[src/rtl/pipe_pkg.sv]
// Shared definitions for the pipeline-register family: occupancy encoding,
// the matching FSM state type, and the default MEM->WB payload widths.
package pipe_pkg;

  // Default payload widths at the MEM->WB boundary
  localparam int WB_DATA_W  = 64;
  localparam int WB_CTRL_W  = 2;
  localparam int REG_ADDR_W = 5;

  // Occupancy encoding; the FSM state is the occupancy itself
  localparam logic [1:0] CNT_EMPTY = 2'd0;
  localparam logic [1:0] CNT_ONE   = 2'd1;
  localparam logic [1:0] CNT_TWO   = 2'd2;

  typedef enum logic [1:0] {
    ST_EMPTY = CNT_EMPTY,
    ST_ONE   = CNT_ONE,
    ST_TWO   = CNT_TWO
  } occ_e;

endpackage

[src/rtl/pipe_slot.sv]
// One payload register (data, ctrl, rd) with a load enable and separate
// clear enables for the control bits and for the data/rd payload.
// Clears take priority over load.
module pipe_slot #(
  parameter int DATA_W = 64,
  parameter int CTRL_W = 2,
  parameter int ADDR_W = 5
) (
  input  logic              clk,
  input  logic              load,
  input  logic              clear_ctrl,
  input  logic              clear_payload,
  input  logic [DATA_W-1:0] d_data,
  input  logic [CTRL_W-1:0] d_ctrl,
  input  logic [ADDR_W-1:0] d_rd,
  output logic [DATA_W-1:0] q_data,
  output logic [CTRL_W-1:0] q_ctrl,
  output logic [ADDR_W-1:0] q_rd
);

  // Control bits: cleared on reset/flush, otherwise loaded on demand
  always_ff @(posedge clk) begin
    if (clear_ctrl) begin
      q_ctrl <= '0;
    end else if (load) begin
      q_ctrl <= d_ctrl;
    end
  end

  // Data and destination index: cleared only when asked, otherwise loaded
  always_ff @(posedge clk) begin
    if (clear_payload) begin
      q_data <= '0;
      q_rd   <= '0;
    end else if (load) begin
      q_data <= d_data;
      q_rd   <= d_rd;
    end
  end

endmodule

[src/rtl/wb_pipe_reg.sv]
// MEM->WB pipeline register with a valid/ready handshake and a two-entry
// skid buffer. Outputs always come from the main slot; the skid slot only
// catches the beat accepted in the cycle the consumer stalls.
//
// Handshake: a beat moves when valid and ready are both high at a rising
// edge (accept = in_valid_i & in_ready_o, pop = out_valid_o & out_ready_i).
// The producer may not assume anything about ready before that edge, and
// in_ready_o is a flop, so there is no combinational path from out_ready_i.
//
// count_o is the FSM state (occupancy) and doubles as the debug view.
module wb_pipe_reg
  import pipe_pkg::*;
#(
  parameter int DATA_W              = WB_DATA_W,
  parameter int CTRL_W              = WB_CTRL_W,
  parameter int ADDR_W              = REG_ADDR_W,
  parameter bit CLEAR_DATA_ON_FLUSH = 1'b0
) (
  input  logic              clk_i,
  input  logic              rst_i,
  input  logic              in_valid_i,
  output logic              in_ready_o,
  input  logic [DATA_W-1:0] in_data_i,
  input  logic [CTRL_W-1:0] in_ctrl_i,
  input  logic [ADDR_W-1:0] in_rd_i,
  input  logic              flush_i,
  output logic              out_valid_o,
  input  logic              out_ready_i,
  output logic [DATA_W-1:0] out_data_o,
  output logic [CTRL_W-1:0] out_ctrl_o,
  output logic [ADDR_W-1:0] out_rd_o,
  output logic [1:0]        count_o
);

  occ_e state_q, state_d;
  logic ready_q;
  logic accept, pop;
  logic main_load, main_from_skid, skid_load;
  logic clear_ctrl, clear_payload;

  logic [DATA_W-1:0] main_data, skid_data, main_d_data;
  logic [CTRL_W-1:0] main_ctrl, skid_ctrl, main_d_ctrl;
  logic [ADDR_W-1:0] main_rd, skid_rd, main_d_rd;

  assign accept      = in_valid_i & ready_q;
  assign out_valid_o = (state_q != ST_EMPTY);
  assign pop         = out_valid_o & out_ready_i;

  // Reset wipes everything; flush always drops ctrl and optionally payload
  assign clear_ctrl    = rst_i | flush_i;
  assign clear_payload = rst_i | (flush_i & CLEAR_DATA_ON_FLUSH);

  // Next-state and slot-load decode; flush overrides every transition
  always_comb begin
    state_d        = state_q;
    main_load      = 1'b0;
    main_from_skid = 1'b0;
    skid_load      = 1'b0;
    case (state_q)
      ST_EMPTY: begin
        if (accept) begin
          state_d   = ST_ONE;
          main_load = 1'b1;
        end
      end
      ST_ONE: begin
        if (accept && pop) begin
          main_load = 1'b1;
        end else if (accept) begin
          state_d   = ST_TWO;
          skid_load = 1'b1;
        end else if (pop) begin
          state_d = ST_EMPTY;
        end
      end
      ST_TWO: begin
        if (pop) begin
          state_d        = ST_ONE;
          main_load      = 1'b1;
          main_from_skid = 1'b1;
        end
      end
      default: state_d = ST_EMPTY;
    endcase
    if (flush_i) begin
      state_d   = ST_EMPTY;
      main_load = 1'b0;
      skid_load = 1'b0;
    end
  end

  // State register and registered ready (ready whenever not full next cycle)
  always_ff @(posedge clk_i) begin
    if (rst_i) begin
      state_q <= ST_EMPTY;
      ready_q <= 1'b1;
    end else begin
      state_q <= state_d;
      ready_q <= (state_d != ST_TWO);
    end
  end

  // Main slot refills from the skid entry first, keeping FIFO order
  always_comb begin
    main_d_data = in_data_i;
    main_d_ctrl = in_ctrl_i;
    main_d_rd   = in_rd_i;
    if (main_from_skid) begin
      main_d_data = skid_data;
      main_d_ctrl = skid_ctrl;
      main_d_rd   = skid_rd;
    end
  end

  pipe_slot #(
    .DATA_W (DATA_W),
    .CTRL_W (CTRL_W),
    .ADDR_W (ADDR_W)
  ) u_main (
    .clk           (clk_i),
    .load          (main_load),
    .clear_ctrl    (clear_ctrl),
    .clear_payload (clear_payload),
    .d_data        (main_d_data),
    .d_ctrl        (main_d_ctrl),
    .d_rd          (main_d_rd),
    .q_data        (main_data),
    .q_ctrl        (main_ctrl),
    .q_rd          (main_rd)
  );

  pipe_slot #(
    .DATA_W (DATA_W),
    .CTRL_W (CTRL_W),
    .ADDR_W (ADDR_W)
  ) u_skid (
    .clk           (clk_i),
    .load          (skid_load),
    .clear_ctrl    (clear_ctrl),
    .clear_payload (clear_payload),
    .d_data        (in_data_i),
    .d_ctrl        (in_ctrl_i),
    .d_rd          (in_rd_i),
    .q_data        (skid_data),
    .q_ctrl        (skid_ctrl),
    .q_rd          (skid_rd)
  );

  assign in_ready_o = ready_q;
  assign out_data_o = main_data;
  assign out_rd_o   = main_rd;
  // Bubbles never carry live control bits downstream
  assign out_ctrl_o = main_ctrl & {CTRL_W{out_valid_o}};
  assign count_o    = state_q;

endmodule

[config.mk]
export PLATFORM = sky130hd
export DESIGN_NAME = wb_pipe_reg
export DESIGN_NICKNAME = d
export VERILOG_FILES = /design/src/rtl/pipe_pkg.sv /design/src/rtl/pipe_slot.sv /design/src/rtl/wb_pipe_reg.sv
export SDC_FILE = /design/constraint.sdc
export NUM_CORES = 1
export LEC_CHECK = 0
export ABC_CLOCK_PERIOD_IN_PS = 1650
export BUFFER_PORTS_ARGS = -buffer_cell sky130_fd_sc_hd__buf_2
export CORE_UTILIZATION = 40
export CTS_BUF_LIST = sky130_fd_sc_hd__clkbuf_8
export CTS_CLUSTER_SIZE = 14
export DETAILED_ROUTE_END_ITERATION = 6
export GPL_ROUTABILITY_DRIVEN = 1
export PLACE_DENSITY = 0.72
export SYNTH_ARGS = -nofsm -noshare
export SYNTH_HDL_FRONTEND = slang
export SYNTH_SLANG_ARGS = --single-unit
[constraint.sdc]
create_clock -name clk_i -period 1.65 [get_ports clk_i]
set_input_delay 0.165 -clock clk_i [delete_from_list [all_inputs] [get_ports clk_i]]
set_output_delay 0.165 -clock clk_i [all_outputs]
set_load 0.02 [all_outputs]
==> results_dict.tcl <==
set metrics [dict create \
    setup_viol 0 \
    cts_tree "yes" \
    die_h_um 124.9 \
    critPathCaptureType "register" \
    p_int_uw 5977 \
    fin_crit_sh_pct 98.65 \
    p_comb_share_pct 16.4 \
    synth-seq-cells 145 \
    nNetsFinal 1043 \
    met1_usage_pct 24.78 \
    syn_avg_cell_area_um2 8.296 \
    hold_ws_ns 0.03922 \
    clock_sinks 145 \
    core-area_um2 14640 \
    path_class "reg2reg" \
    initial_core_util_pct 41.24 \
    crit_chain "buf_6 > nand4b_1 > a31oi_4 > buf_6 > buf_4 > nor2_1 > a311oi_2" \
    violations "DRC" \
    hold_viol 0 \
    slew_headroom_pct 64.35 \
    netlist_instances 728 \
    status "finished with violations" \
    ir_drop_mv 0.5841 \
    drc 26 \
    grt_use_met3_pct 4.639 \
    dr.first_iter.drc_count 489 \
    drv_cap 0 \
    first_global_vias 5319 \
    ys_seq_area_share_pct 48.06 \
    num_vias 5847 \
    rows 44 \
    synth_area_um2 6040 \
    crit_path_start_kind "register" \
    syn_nets 804 \
    cts-htree-levels 4 \
    cts_buffers 17 \
    die-area_um2 15590 \
    worst_skew_pair.late_latency_ns 0.44 \
    worst-path-max-fanout 6 \
    antenna_found_initial 0 \
    clk_pin_slew_ns 0.08 \
    yosysTopAreaCell "dfxtp_1" \
    switching_share_pct 26.50 \
    cp_slowest_stage_delay_ns 0.34 \
    clock.fmax_ghz 0.6143 \
    grt_overflow 0 \
    grt_start_max_net_pins 81 \
    seqPwrFrac_pct 46.0 \
    critPathTopFamily "compound AO/OA/AOI/OAI gates" \
    p_switching_uw 2155 \
    synth.most_common_cell "nand2_1" \
    wl_per_cell_um 14.28 \
    synthTopCellsByArea "dfxtp_1 48%, nand2_1 18%, a311oi_2 13%" \
    rsz0062_at_grt "true" \
    p_leak_uw 0.003516 \
    powerDensity_nw_per_um2 938.8 \
    drt_wl_total_um 16630 \
    drv_slew 0 \
    die_x_um 124.9 \
    critPathBufInv 3 \
    async_flop_share_pct 0 \
    clockBufferDepth 2 \
    synth_top_cell_area_share_pct 48.06 \
    synth_ff_type "dfxtp_1" \
    drive_above_1_share_pct 31.94 \
    ctsRootBufferMaster "clkbuf_8" \
    cpMostUsedCell "buf_6" \
    cp.arrival_ns 1.97 \
    grtUsageTotal_pct 20.32 \
    antenna_left 0 \
    total_power_uw 8132 \
    place.gp.congestion 0.7354 \
    yosysWarnings 0 \
    grt-busiest-layer "met2" \
    finish.utilization_pct 59.15 \
    cp.required_ns 2.00 \
    drt_first_pass_iters 7 \
    ioPinCount 151 \
    post-dp-hpwl_um 9288 \
    port_buffers 150 \
    area_growth_pct 43.42 \
    tightestPinTransition_ns 0.5347 \
    grt_pass1_wl_um 25440 \
    synthTopCellsByCount "286 x nand2_1, 145 x dfxtp_1, 73 x nor2_1, 71 x a21oi_1, 54 x a311oi_2" \
    worstHoldPathType "in2reg" \
    grt_use_met2_pct 34.93 \
    synth_edf_count 0 \
    vias_per_cell 5.023 \
    clock_skew_ns 0.01205 \
    n_antenna_cell 0 \
    ys_types 27 \
    finalCriticalPeriod_ns 1.628 \
    crit_slowest_cell "dfxtp_2" \
    clockPowerShare_pct 37.5 \
]
power by group through the flow:
stage	logic [µW]	clock network [µW]	registers, µW
3_3_place_gp	1070	0	3820
2_1_floorplan	507	0	3990
6_report	1340	3050	3740
4_1_cts	1220	3130	3740
3_5_place_dp	1080	0	3820
5_1_grt	1440	3280	3760
metrics by stage:
stage | setup TNS [ns] | setup WS, ns | cell area [µm²] | cells
6_report | 0 | 0.02223 | 8662 | 1164
5_1_grt | -1.159 | -0.05623 | 8662 | 1164
4_1_cts | 0 | 0.0007960 | 8310 | 1137
3_5_place_dp | 0 | 0.004818 | 7121 | 1031
3_3_place_gp | 0 | 0.04853 | 7121 | 1031
2_1_floorplan | -0.1083 | -0.003008 | 6041 | 728
placed cells by master (no fill, tap or decap), types with 3 or more instances in the layout:
| cell type | count |
|---|---|
| a21oi_1 | 71 |
| a311oi_1 | 15 |
| a311oi_2 | 56 |
| buf_12 | 11 |
| buf_2 | 149 |
| buf_4 | 39 |
| buf_6 | 4 |
| bufinv_16 | 4 |
| clkbuf_16 | 5 |
| clkbuf_8 | 18 |
| clkinv_4 | 3 |
| clkinvlp_4 | 3 |
| dfxtp_1 | 142 |
| dfxtp_2 | 3 |
| dlygate4sd3_1 | 72 |
| inv_1 | 4 |
| nand2_1 | 286 |
| nor2_1 | 65 |
| nor2_2 | 8 |
tightest hold or removal path: cells and delay by family:
family	cells	cell delay, ns
buffers and inverters	2	0.22
AND/OR/NAND/NOR	1	0.05
registers in the layout, indices dropped and copies added, names as in the netlist:
register	count
in_ready_o	1
u_main.q_ctrl	2
u_skid.q_data	64
u_skid.q_ctrl	2
u_main.q_rd	5
u_skid.q_rd	5
u_main.q_data	64
count_o	2
per-layer routing:
layer	vias up	part of all wire, %
met5	-	0
met4	0	1.2
met3	15	5.3
met2	165	49
met1	2740	44
li1	2927	-
path summary, 6_finish.rpt:
path	start	endpoint	slack [ns]	depth (start not counted)
setup / recovery	in_ready_o	u_main.q_data[58]	0.02	7
hold / removal	out_ready_i	count_o[1]	0.04	3
setup reg to reg	in_ready_o	u_main.q_data[58]	0.02	7
hold reg to reg	u_skid.q_data[16]	u_skid.q_data[16]	0.45	2
what timing repair did:
| item | 4_1_cts | 5_1_grt |
|---|---|---|
| buffers inserted | 2 | 22 |
| hold endpoints to repair | 134 | 0 |
| hold buffers | 72 | 0 |
| pin swaps | 1 | 15 |
| gates cloned | 0 | 5 |
| resized for setup | 1 | 17 |
| setup endpoints to repair | 6 | 143 |
cells by family after synthesis:
group           count (synthesis)  share of synthesized area, %
buf+inv                        64                         5.531
mux                             2                        0.3315
compound gates                144                         22.08
simple gates                  373                         23.99
flops                         145                         48.06
layout make-up:
| cell class | count | area (µm²) |
|---|---|---|
| clock inverters | 14 | 190.2 |
| fillers | 1255 | 5982 |
| flip-flops and latches | 145 | 2907 |
| repair buffers | 282 | 2205 |
| inverters | 2 | 7.507 |
| multi-input cells | 519 | 2875 |
| clock buffers | 18 | 247.7 |
| well taps | 184 | 230.2 |
(Power assumes the default switching activity.)
